[config.mk]
export PLATFORM = sky130hd
export DESIGN_NAME = valid_clocking
export DESIGN_NICKNAME = d
export VERILOG_FILES = /design/src/rtl/handshake_clocking_pkg.sv /design/src/rtl/valid_clocking_stage.sv /design/src/rtl/valid_clocking.sv
export SDC_FILE = /design/constraint.sdc
export NUM_CORES = 1
export LEC_CHECK = 0
export CAP_MARGIN = 30
export CORE_UTILIZATION = 30
export DETAILED_ROUTE_END_ITERATION = 8
export PLACE_DENSITY = 0.57
export SYNTH_ARGS = -nofsm -noshare
export SYNTH_HDL_FRONTEND = slang
export SYNTH_SLANG_ARGS = --single-unit
export TNS_END_PERCENT = 5
[constraint.sdc]
create_clock -name clk -period 3.5 [get_ports clk]
set_clock_uncertainty 0.2 [all_clocks]
set_input_delay 0.35 -clock clk [delete_from_list [all_inputs] [get_ports clk]]
set_output_delay 0.35 -clock clk [all_outputs]
set_load 0.01 [all_outputs]
[src/rtl/handshake_clocking_pkg.sv]
// rtl/handshake_clocking_pkg.sv - shared limits, beat counter width and saturating increment for valid_clocking
package handshake_clocking_pkg;

    localparam int STAGES_MIN   = 1;
    localparam int STAGES_MAX   = 16;
    localparam int WIDTH_MIN    = 1;
    localparam int WIDTH_MAX    = 1024;
    localparam int BEAT_COUNT_W = 32;

    localparam logic [BEAT_COUNT_W-1:0] BEAT_COUNT_MAX = '1;

    function automatic logic [BEAT_COUNT_W-1:0] sat_inc(input logic [BEAT_COUNT_W-1:0] value);
        return (value == BEAT_COUNT_MAX) ? value : value + BEAT_COUNT_W'(1);
    endfunction

endpackage

[src/rtl/valid_clocking_stage.sv]
// rtl/valid_clocking_stage.sv - one forward register stage: flag plus payload, loaded on advance
module valid_clocking_stage #(
    parameter int WIDTH = 32
) (
    input  logic             clk,
    input  logic             rst_n,
    input  logic             in_valid,
    input  logic [WIDTH-1:0] in_data,
    input  logic             adv,
    output logic             valid_q,
    output logic [WIDTH-1:0] data_q
);

    // Payload is only captured alongside a valid flag so idle beats never disturb data_q.
    always_ff @(posedge clk or negedge rst_n) begin
        if (!rst_n) begin
            valid_q <= 1'b0;
            data_q  <= '0;
        end else if (adv) begin
            valid_q <= in_valid;
            if (in_valid) begin
                data_q <= in_data;
            end
        end
    end

endmodule

[src/rtl/valid_clocking.sv]
// rtl/valid_clocking.sv - STAGES-deep forward-registered valid/ready slice with bubble collapse; optional beat_count under VALID_CLOCKING_STATS_EN
module valid_clocking
    import handshake_clocking_pkg::*;
#(
    parameter int WIDTH  = 32,
    parameter int STAGES = 2
) (
    input  logic                    clk,
    input  logic                    rst_n,
    input  logic                    master_valid,
    input  logic [WIDTH-1:0]        master_data,
    output logic                    master_ready,
    output logic                    slave_valid,
    output logic [WIDTH-1:0]        slave_data,
    input  logic                    slave_ready,
    output logic                    busy
`ifdef VALID_CLOCKING_STATS_EN
    ,
    output logic [BEAT_COUNT_W-1:0] beat_count
`endif
);

    logic [STAGES-1:0] valid_q;
    logic [WIDTH-1:0]  data_q [STAGES];
    logic [STAGES-1:0] adv;

    // A stage may move when it is empty or when everything downstream of it moves.
    always_comb begin
        adv             = '0;
        adv[STAGES-1]   = ~valid_q[STAGES-1] | slave_ready;
        for (int i = STAGES - 2; i >= 0; i--) begin
            adv[i] = ~valid_q[i] | adv[i+1];
        end
    end

    for (genvar i = 0; i < STAGES; i++) begin : g_stage
        logic             in_valid;
        logic [WIDTH-1:0] in_data;

        if (i == 0) begin : g_head
            assign in_valid = master_valid;
            assign in_data  = master_data;
        end else begin : g_body
            assign in_valid = valid_q[i-1];
            assign in_data  = data_q[i-1];
        end

        valid_clocking_stage #(
            .WIDTH (WIDTH)
        ) u_stage (
            .clk      (clk),
            .rst_n    (rst_n),
            .in_valid (in_valid),
            .in_data  (in_data),
            .adv      (adv[i]),
            .valid_q  (valid_q[i]),
            .data_q   (data_q[i])
        );
    end

    assign master_ready = adv[0];
    assign slave_valid  = valid_q[STAGES-1];
    assign slave_data   = data_q[STAGES-1];
    assign busy         = |valid_q;

`ifdef VALID_CLOCKING_STATS_EN
    logic [BEAT_COUNT_W-1:0] beat_count_q;

    always_ff @(posedge clk or negedge rst_n) begin
        if (!rst_n) begin
            beat_count_q <= '0;
        end else if (slave_valid && slave_ready) begin
            beat_count_q <= sat_inc(beat_count_q);
        end
    end

    assign beat_count = beat_count_q;
`endif

endmodule

==> results of run 1 <==
[cells by family (layout without fill, tap and decap cells)]
kind of cell,count (synthesis),count (layout),share of synthesized area
buf+inv,6,88,0.0341
flops,66,66,0.599
simple gates,7,7,0.0232
mux,64,64,0.343
[registers in the layout, indices dropped and copies added (netlist names)]
signal and count:
g_stage.u_stage.data_q 64, g_stage.u_stage.valid_q 2
[how the worst max path moves through the flow]
stage | start | to | slack, ns | cells past startpoint
finish | g_stage[0].u_stage.valid_q$_DFFE_PN0P_ | busy | 1.41 | 2
global route | g_stage[0].u_stage.valid_q$_DFFE_PN0P_ | busy | 1.33 | 2
CTS | g_stage[0].u_stage.valid_q$_DFFE_PN0P_ | busy | 1.39 | 2
detailed placement | slave_ready | g_stage[1].u_stage.data_q[25]$_DFFE_PN0P_ | 1.12 | 5
global placement | slave_ready | g_stage[1].u_stage.data_q[25]$_DFFE_PN0P_ | 1.13 | 5
floorplan | g_stage[1].u_stage.valid_q$_DFFE_PN0P_ | g_stage[1].u_stage.data_q[0]$_DFFE_PN0P_ | 2.03 | 4
[final cells by class]
class                           count  share of cell area
Clock buffer                       11              0.0350
Clock inverter                      5              0.0273
Sequential cell                    66               0.440
Timing Repair Buffer               72               0.193
Multi-Input combinational cell     71               0.269
Tap cell                          108              0.0360
[metal layers]
metal / vias to the layer above / global-route usage / share of wire
met4: 0 / 0.0350 / 0.0091
li1: 652 / - / -
met2: 44 / 0.171 / 0.48
met3: 5 / 0.0515 / 0.055
met1: 705 / 0.149 / 0.46
met5: - / 0 / 0
[placed cells by master, fill, tap and decap left out]
cell and instances:
sky130_fd_sc_hd__buf_2 1, sky130_fd_sc_hd__buf_12 1, sky130_fd_sc_hd__or2_2 1, sky130_fd_sc_hd__nand2b_1 2, sky130_fd_sc_hd__nand2_2 1, sky130_fd_sc_hd__clkdlybuf4s50_1 69
sky130_fd_sc_hd__or2b_1 1, sky130_fd_sc_hd__mux2_2 4, sky130_fd_sc_hd__buf_4 1, sky130_fd_sc_hd__nand2_4 1, sky130_fd_sc_hd__mux2_4 60, sky130_fd_sc_hd__dfrtp_1 66
sky130_fd_sc_hd__clkinvlp_4 1, sky130_fd_sc_hd__clkinv_2 1, sky130_fd_sc_hd__nand3b_4 1, sky130_fd_sc_hd__clkbuf_8 9, sky130_fd_sc_hd__clkbuf_1 2, sky130_fd_sc_hd__bufinv_16 3
[per-stage QoR]
stage | hold slack [ns] | power (mW)
global placement | 0.286 | 1.64
global route | 0.0611 | 2.50
finish | -0.0197 | 2.37
detailed placement | 0.294 | 1.64
floorplan | -0.146 | 1.34
CTS | 0.0271 | 2.41
[worst reg2reg max path, delay by kind of cell, from the launching register on]
kind	cells	cell delay (ns)
buffers and inverters	1	0.26
DFF	1	0.43
muxes	1	0.36
and+or+nand+nor	2	0.59
[power by group]
group	switching, mW	internal, mW
clock network	0.278	0.473
logic	0.184	0.423
registers	0.0950	0.918
==> impl_metrics.ini, run 1 <==
[placed_design]
placed_cells = 317
hpwl_after_detailed_placement_mm = 3.12
place_worst_setup_slack_ns = 1.12
gp_congestion = 0.651
port-buffer-count = 70
postPlaceCellArea_um2 = 3520

[worst_setup_path]
critical_register_to_register_path_startpoint = g_stage[1].u_stage.valid_q$_DFFE_PN0P_
worstSetupStartpointType = flop
setup.worst_path.end_class = output port
critical_path_peak_fanout = 4
crit_required_ns = 2.95
timing.critical_path.buf_inv = 1
timing.critical_path.slowest_stage_cell = sky130_fd_sc_hd__clkdlybuf4s50_1
worstPathArrival_ns = 1.54
ff2ff_setup_slack_ns = 1.55
reg2reg_to = g_stage[1].u_stage.data_q[24]$_DFFE_PN0P_
cpPeakStageDelay_ns = 0.47
critPathKind = flop to output port
critical_path.cell_chain = or2_2 > clkdlybuf4s50_1
worst_r2r_path_depth = 4
cell_family_contributing_the_most_delay_on_the_critical_path = buffers and inverters

[sta]
setup_viol_count_final = 0
rsz0062_at_grt = no
fin_setup_tns_ns = 0
timing.final.crit_share = 0.596
final.min_clock_period_ns = 2.09
slew_headroom = 0.453
worst_hold_slack_across_all_endpoints_ns = -0.0197
fmax_mhz = 479
hold_violations = 19
worst_slack_ns = 1.41
timing_worst_slew_pin_value_ns = 0.820
max_slew_violation_count = 0

[finish]
drive_above_1_share = 0.378
nNetsFinal = 256
final_cells = 333
multi_input_area_um2 = 1010
antenna_cells = 0
layout.filler_cells = 777
flow.area_growth_from_synthesis_pct = 36.2
final_util = 0.426
fin_area_um2 = 3750
regArea_um2 = 1650

[detailed_routing]
detailedRoute.firstIterationViolations = 30
routed_wl_mm = 4.92
firstDrtPassIters = 6
detail-route-antenna-nets = 0
vias_per_cell = 4.22
post_drt_wl_per_cell_um = 14.8
routed-via-count = 1406
drc = 4

[clocking]
post_cts_setup_repair_buffer_count = 0
holdBufCountCts = 0
register_clock_pin_slew_on_the_reported_worst_setup_and_hold_paths_ns = 0.07
h-tree-depth = 3
cts_inserted_buffers = 9
cts-resized-gates = 0
tritoncts_num_sinks = 66
clk-insertion-delay-late_ns = 0.33
tritoncts = yes
clk_root_buffer_cell = sky130_fd_sc_hd__clkbuf_8
clockBufferDepth = 2

[logic_synthesis]
edff_count_synth = 0
netlist_top_cells_count = sky130_fd_sc_hd__dfrtp_1 (66), sky130_fd_sc_hd__mux2_4 (60), sky130_fd_sc_hd__mux2_2 (4), sky130_fd_sc_hd__buf_12 (3), sky130_fd_sc_hd__buf_6 (3)
synthMostInstantiatedCell = sky130_fd_sc_hd__dfrtp_1
register_bit_count_reported_by_yosys = 66
avgSynthCellArea_um2 = 19.3
yosys-top-cells-area = sky130_fd_sc_hd__dfrtp_1 (60%), sky130_fd_sc_hd__mux2_4 (33%), sky130_fd_sc_hd__buf_12 (2.2%), sky130_fd_sc_hd__mux2_2 (1.6%), sky130_fd_sc_hd__buf_6 (1.2%)
postSynthCellCount = 143
synth_top_flop_cell = sky130_fd_sc_hd__dfrtp_1
asyncSetResetFlopFracSynth = 1.00
yosysTopAreaCell = sky130_fd_sc_hd__dfrtp_1
syn_nets = 179
seq_area_frac_synth = 0.599
synth.cell_area_um2 = 2760
synth.yosys.warnings = 0
yosysUniqueCellTypes = 11
synth_largest_type_area_fraction = 0.599

[power]
static-leakage-power_nw = 1.73
peakVddDrop_v = 0.000293
power_density_nw_per_um2 = 631

[outcome]
status = finished, violations left
failing_checks = design-rule violations, negative hold slack

[grt]
grt_first_pass_wirelength_mm = 8.31
grt_overflow_total = 0
first_global_vias = 1535
grt.total_usage = 0.114
maximum_number_of_pins_on_one_net_before_global_route_repair = 67
antenna_violations_before_repair = 0

[die]
number_of_core_rows = 34
die-area_um2 = 9570
placeable_core_region_um2 = 8810
fp.dieW_um = 97.8
die_h_um = 97.8
start_util = 0.313
pin_count = 71

[flow_run]
drv_cap = 0

[worst_hold_path]
min-delay-path-class = primary input to asynchronous set/reset pin
(Power assumes the default switching activity.)
==> run 2, diff against run 1 <==
- PLACE_DENSITY: 0.57 -> 0.58
- clock period: 3.5 -> 1.7 ns (I/O delays scaled with it)
==> impl_metrics.ini, run 2 (synthesis results as in run 1) <==
[outcome]
status = finished, violations left
failing_checks = design-rule violations

[finish]
layout.filler_cells = 792
drive_above_1_share = 0.399
most_common_library_cell_in_the_layout_ignoring_fill_and_taps = sky130_fd_sc_hd__clkdlybuf4s50_1
flow.area_growth_from_synthesis_pct = 38.8
layout_top_registers = g_stage.u_stage.data_q (64), g_stage.u_stage.valid_q (2)
fin_area_um2 = 3820
antenna_cells = 0
final_util = 0.434
largest_register = g_stage.u_stage.data_q
largest_reg_flops = 64
final_cells = 341
layout_common_cells = sky130_fd_sc_hd__clkdlybuf4s50_1 (66), sky130_fd_sc_hd__dfrtp_1 (65), sky130_fd_sc_hd__mux2_4 (60), sky130_fd_sc_hd__clkbuf_8 (11), sky130_fd_sc_hd__buf_12 (5)
nNetsFinal = 264

[worst_setup_path]
timing.critical_path.buf_inv = 1
critPathKind = flop to output port
worstSetupStartpointType = flop
cpPeakStageDelay_ns = 0.55
crit_required_ns = 1.33
critical_path.cell_chain = clkdlybuf4s50_1
worstPathArrival_ns = 1.26
critical_path_peak_fanout = 2
ff2ff_setup_slack_ns = 0.11
cell_family_contributing_the_most_delay_on_the_critical_path = buffers and inverters
timing.critical_path.slowest_stage_cell = sky130_fd_sc_hd__clkdlybuf4s50_1
setup.worst_path.end_class = output port

[detailed_routing]
post_drt_wl_per_cell_um = 15.0
detail-route-antenna-nets = 0
vias_per_cell = 4.22
routed-via-count = 1440
firstDrtPassIters = 6
drc = 4
routed_wl_mm = 5.10
detailedRoute.firstIterationViolations = 57

[power]
static-leakage-power_nw = 1.77
power_mw = 4.68
peakVddDrop_v = 0.000540
power_density_nw_per_um2 = 1220

[sta]
worst_slack_ns = 0.0704
final.min_clock_period_ns = 1.63
fmax_mhz = 614
timing.final.crit_share = 0.959
rsz0062_at_grt = no
timing_worst_slew_pin_value_ns = 0.369
setup_viol_count_final = 0
slew_headroom = 0.754
fin_setup_tns_ns = 0
worst_hold_slack_across_all_endpoints_ns = 0.153
max_slew_violation_count = 0
hold_violations = 0

[grt]
grt.total_usage = 0.119
grt_first_pass_wirelength_mm = 8.48
first_global_vias = 1630
maximum_number_of_pins_on_one_net_before_global_route_repair = 67
grt_overflow_total = 0
antenna_violations_before_repair = 0

[placed_design]
gp_congestion = 0.633
placed_cells = 320
port-buffer-count = 70
hpwl_after_detailed_placement_mm = 3.29
postPlaceCellArea_um2 = 3590
place_worst_setup_slack_ns = -0.0530

[die]
fp.dieW_um = 97.8
placeable_core_region_um2 = 8810
pin_count = 71
start_util = 0.313
die-area_um2 = 9570
die_h_um = 97.8
number_of_core_rows = 34

[clocking]
h-tree-depth = 3
clk-insertion-delay-late_ns = 0.34
register_clock_pin_slew_on_the_reported_worst_setup_and_hold_paths_ns = 0.07
clk_root_buffer_cell = sky130_fd_sc_hd__clkbuf_8
tritoncts_num_sinks = 66
tritoncts = yes
cts_inserted_buffers = 9
clockBufferDepth = 2

[worst_hold_path]
min-delay-path-class = primary input to asynchronous set/reset pin

[flow_run]
drv_cap = 0
==> run 2: cell count changes in the layout (fill, tap and decap cells not counted), sizes merged <==
cell	previous run	this run
buf	3	11
bufinv	3	1
clkbuf	11	14
clkdlybuf4s50	69	66
clkinvlp	1	0
dlygate4sd2	0	2
dlygate4sd3	0	1
==> run 2: metal layers <==
layer,part of all wire,GRT usage
met2,0.47,0.174
met1,0.45,0.147
met3,0.076,0.0594
met5,0,0
met4,0.011,0.0524
==> run 2: worst paths after layout <==
check                                                     startpoint                                        end  cells past startpoint
min in group clk                                      master_data[8]   g_stage[0].u_stage.data_q[8]$_DFFE_PN0P_                      2
hold reg to reg            g_stage[0].u_stage.data_q[11]$_DFFE_PN0P_  g_stage[1].u_stage.data_q[11]$_DFFE_PN0P_                      1
setup / recovery           g_stage[1].u_stage.data_q[10]$_DFFE_PN0P_                             slave_data[10]                      1
setup reg to reg              g_stage[0].u_stage.valid_q$_DFFE_PN0P_  g_stage[1].u_stage.data_q[24]$_DFFE_PN0P_                      5
hold / removal                                                 rst_n   g_stage[1].u_stage.data_q[6]$_DFFE_PN0P_                      3
max in group asynchronous                                      rst_n     g_stage[1].u_stage.valid_q$_DFFE_PN0P_                      3
==> run 2: final cells by class <==
type	count	area, µm²	area share
multi-input combinational	71	1010	0.264
sequential	66	1650	0.432
clock inverter	2	35.0	0.00916
clock buffer	14	163	0.0425
tap	108	135	0.0353
timing repair buffer	80	828	0.217
==> run 2: what timing repair did <==
item / CTS / global route
hold buffers: 1 / 0
cloned: 0 / 0
pin swaps: 0 / 0
endpoints found under the hold margin: 66 / 0
buffers inserted: 2 / 2
resized for setup: 6 / 1
setup endpoints to repair: 3 / 1
==> run 2: report_power, final <==
| part | leakage (nW) | switching [mW] | internal, mW |
|---|---|---|---|
| Sequential | 0.769 | 0.187 | 1.89 |
| Combinational | 0.905 | 0.396 | 0.899 |
| Clock | 0.101 | 0.551 | 0.758 |
| Total | 1.77 | 1.13 | 3.55 |
==> run 3, diff against run 2 <==
- CTS_CLUSTER_DIAMETER: not set -> 30
==> results of run 3 <==
No change in the layout: final DEF, timing and power equal those of run 2.
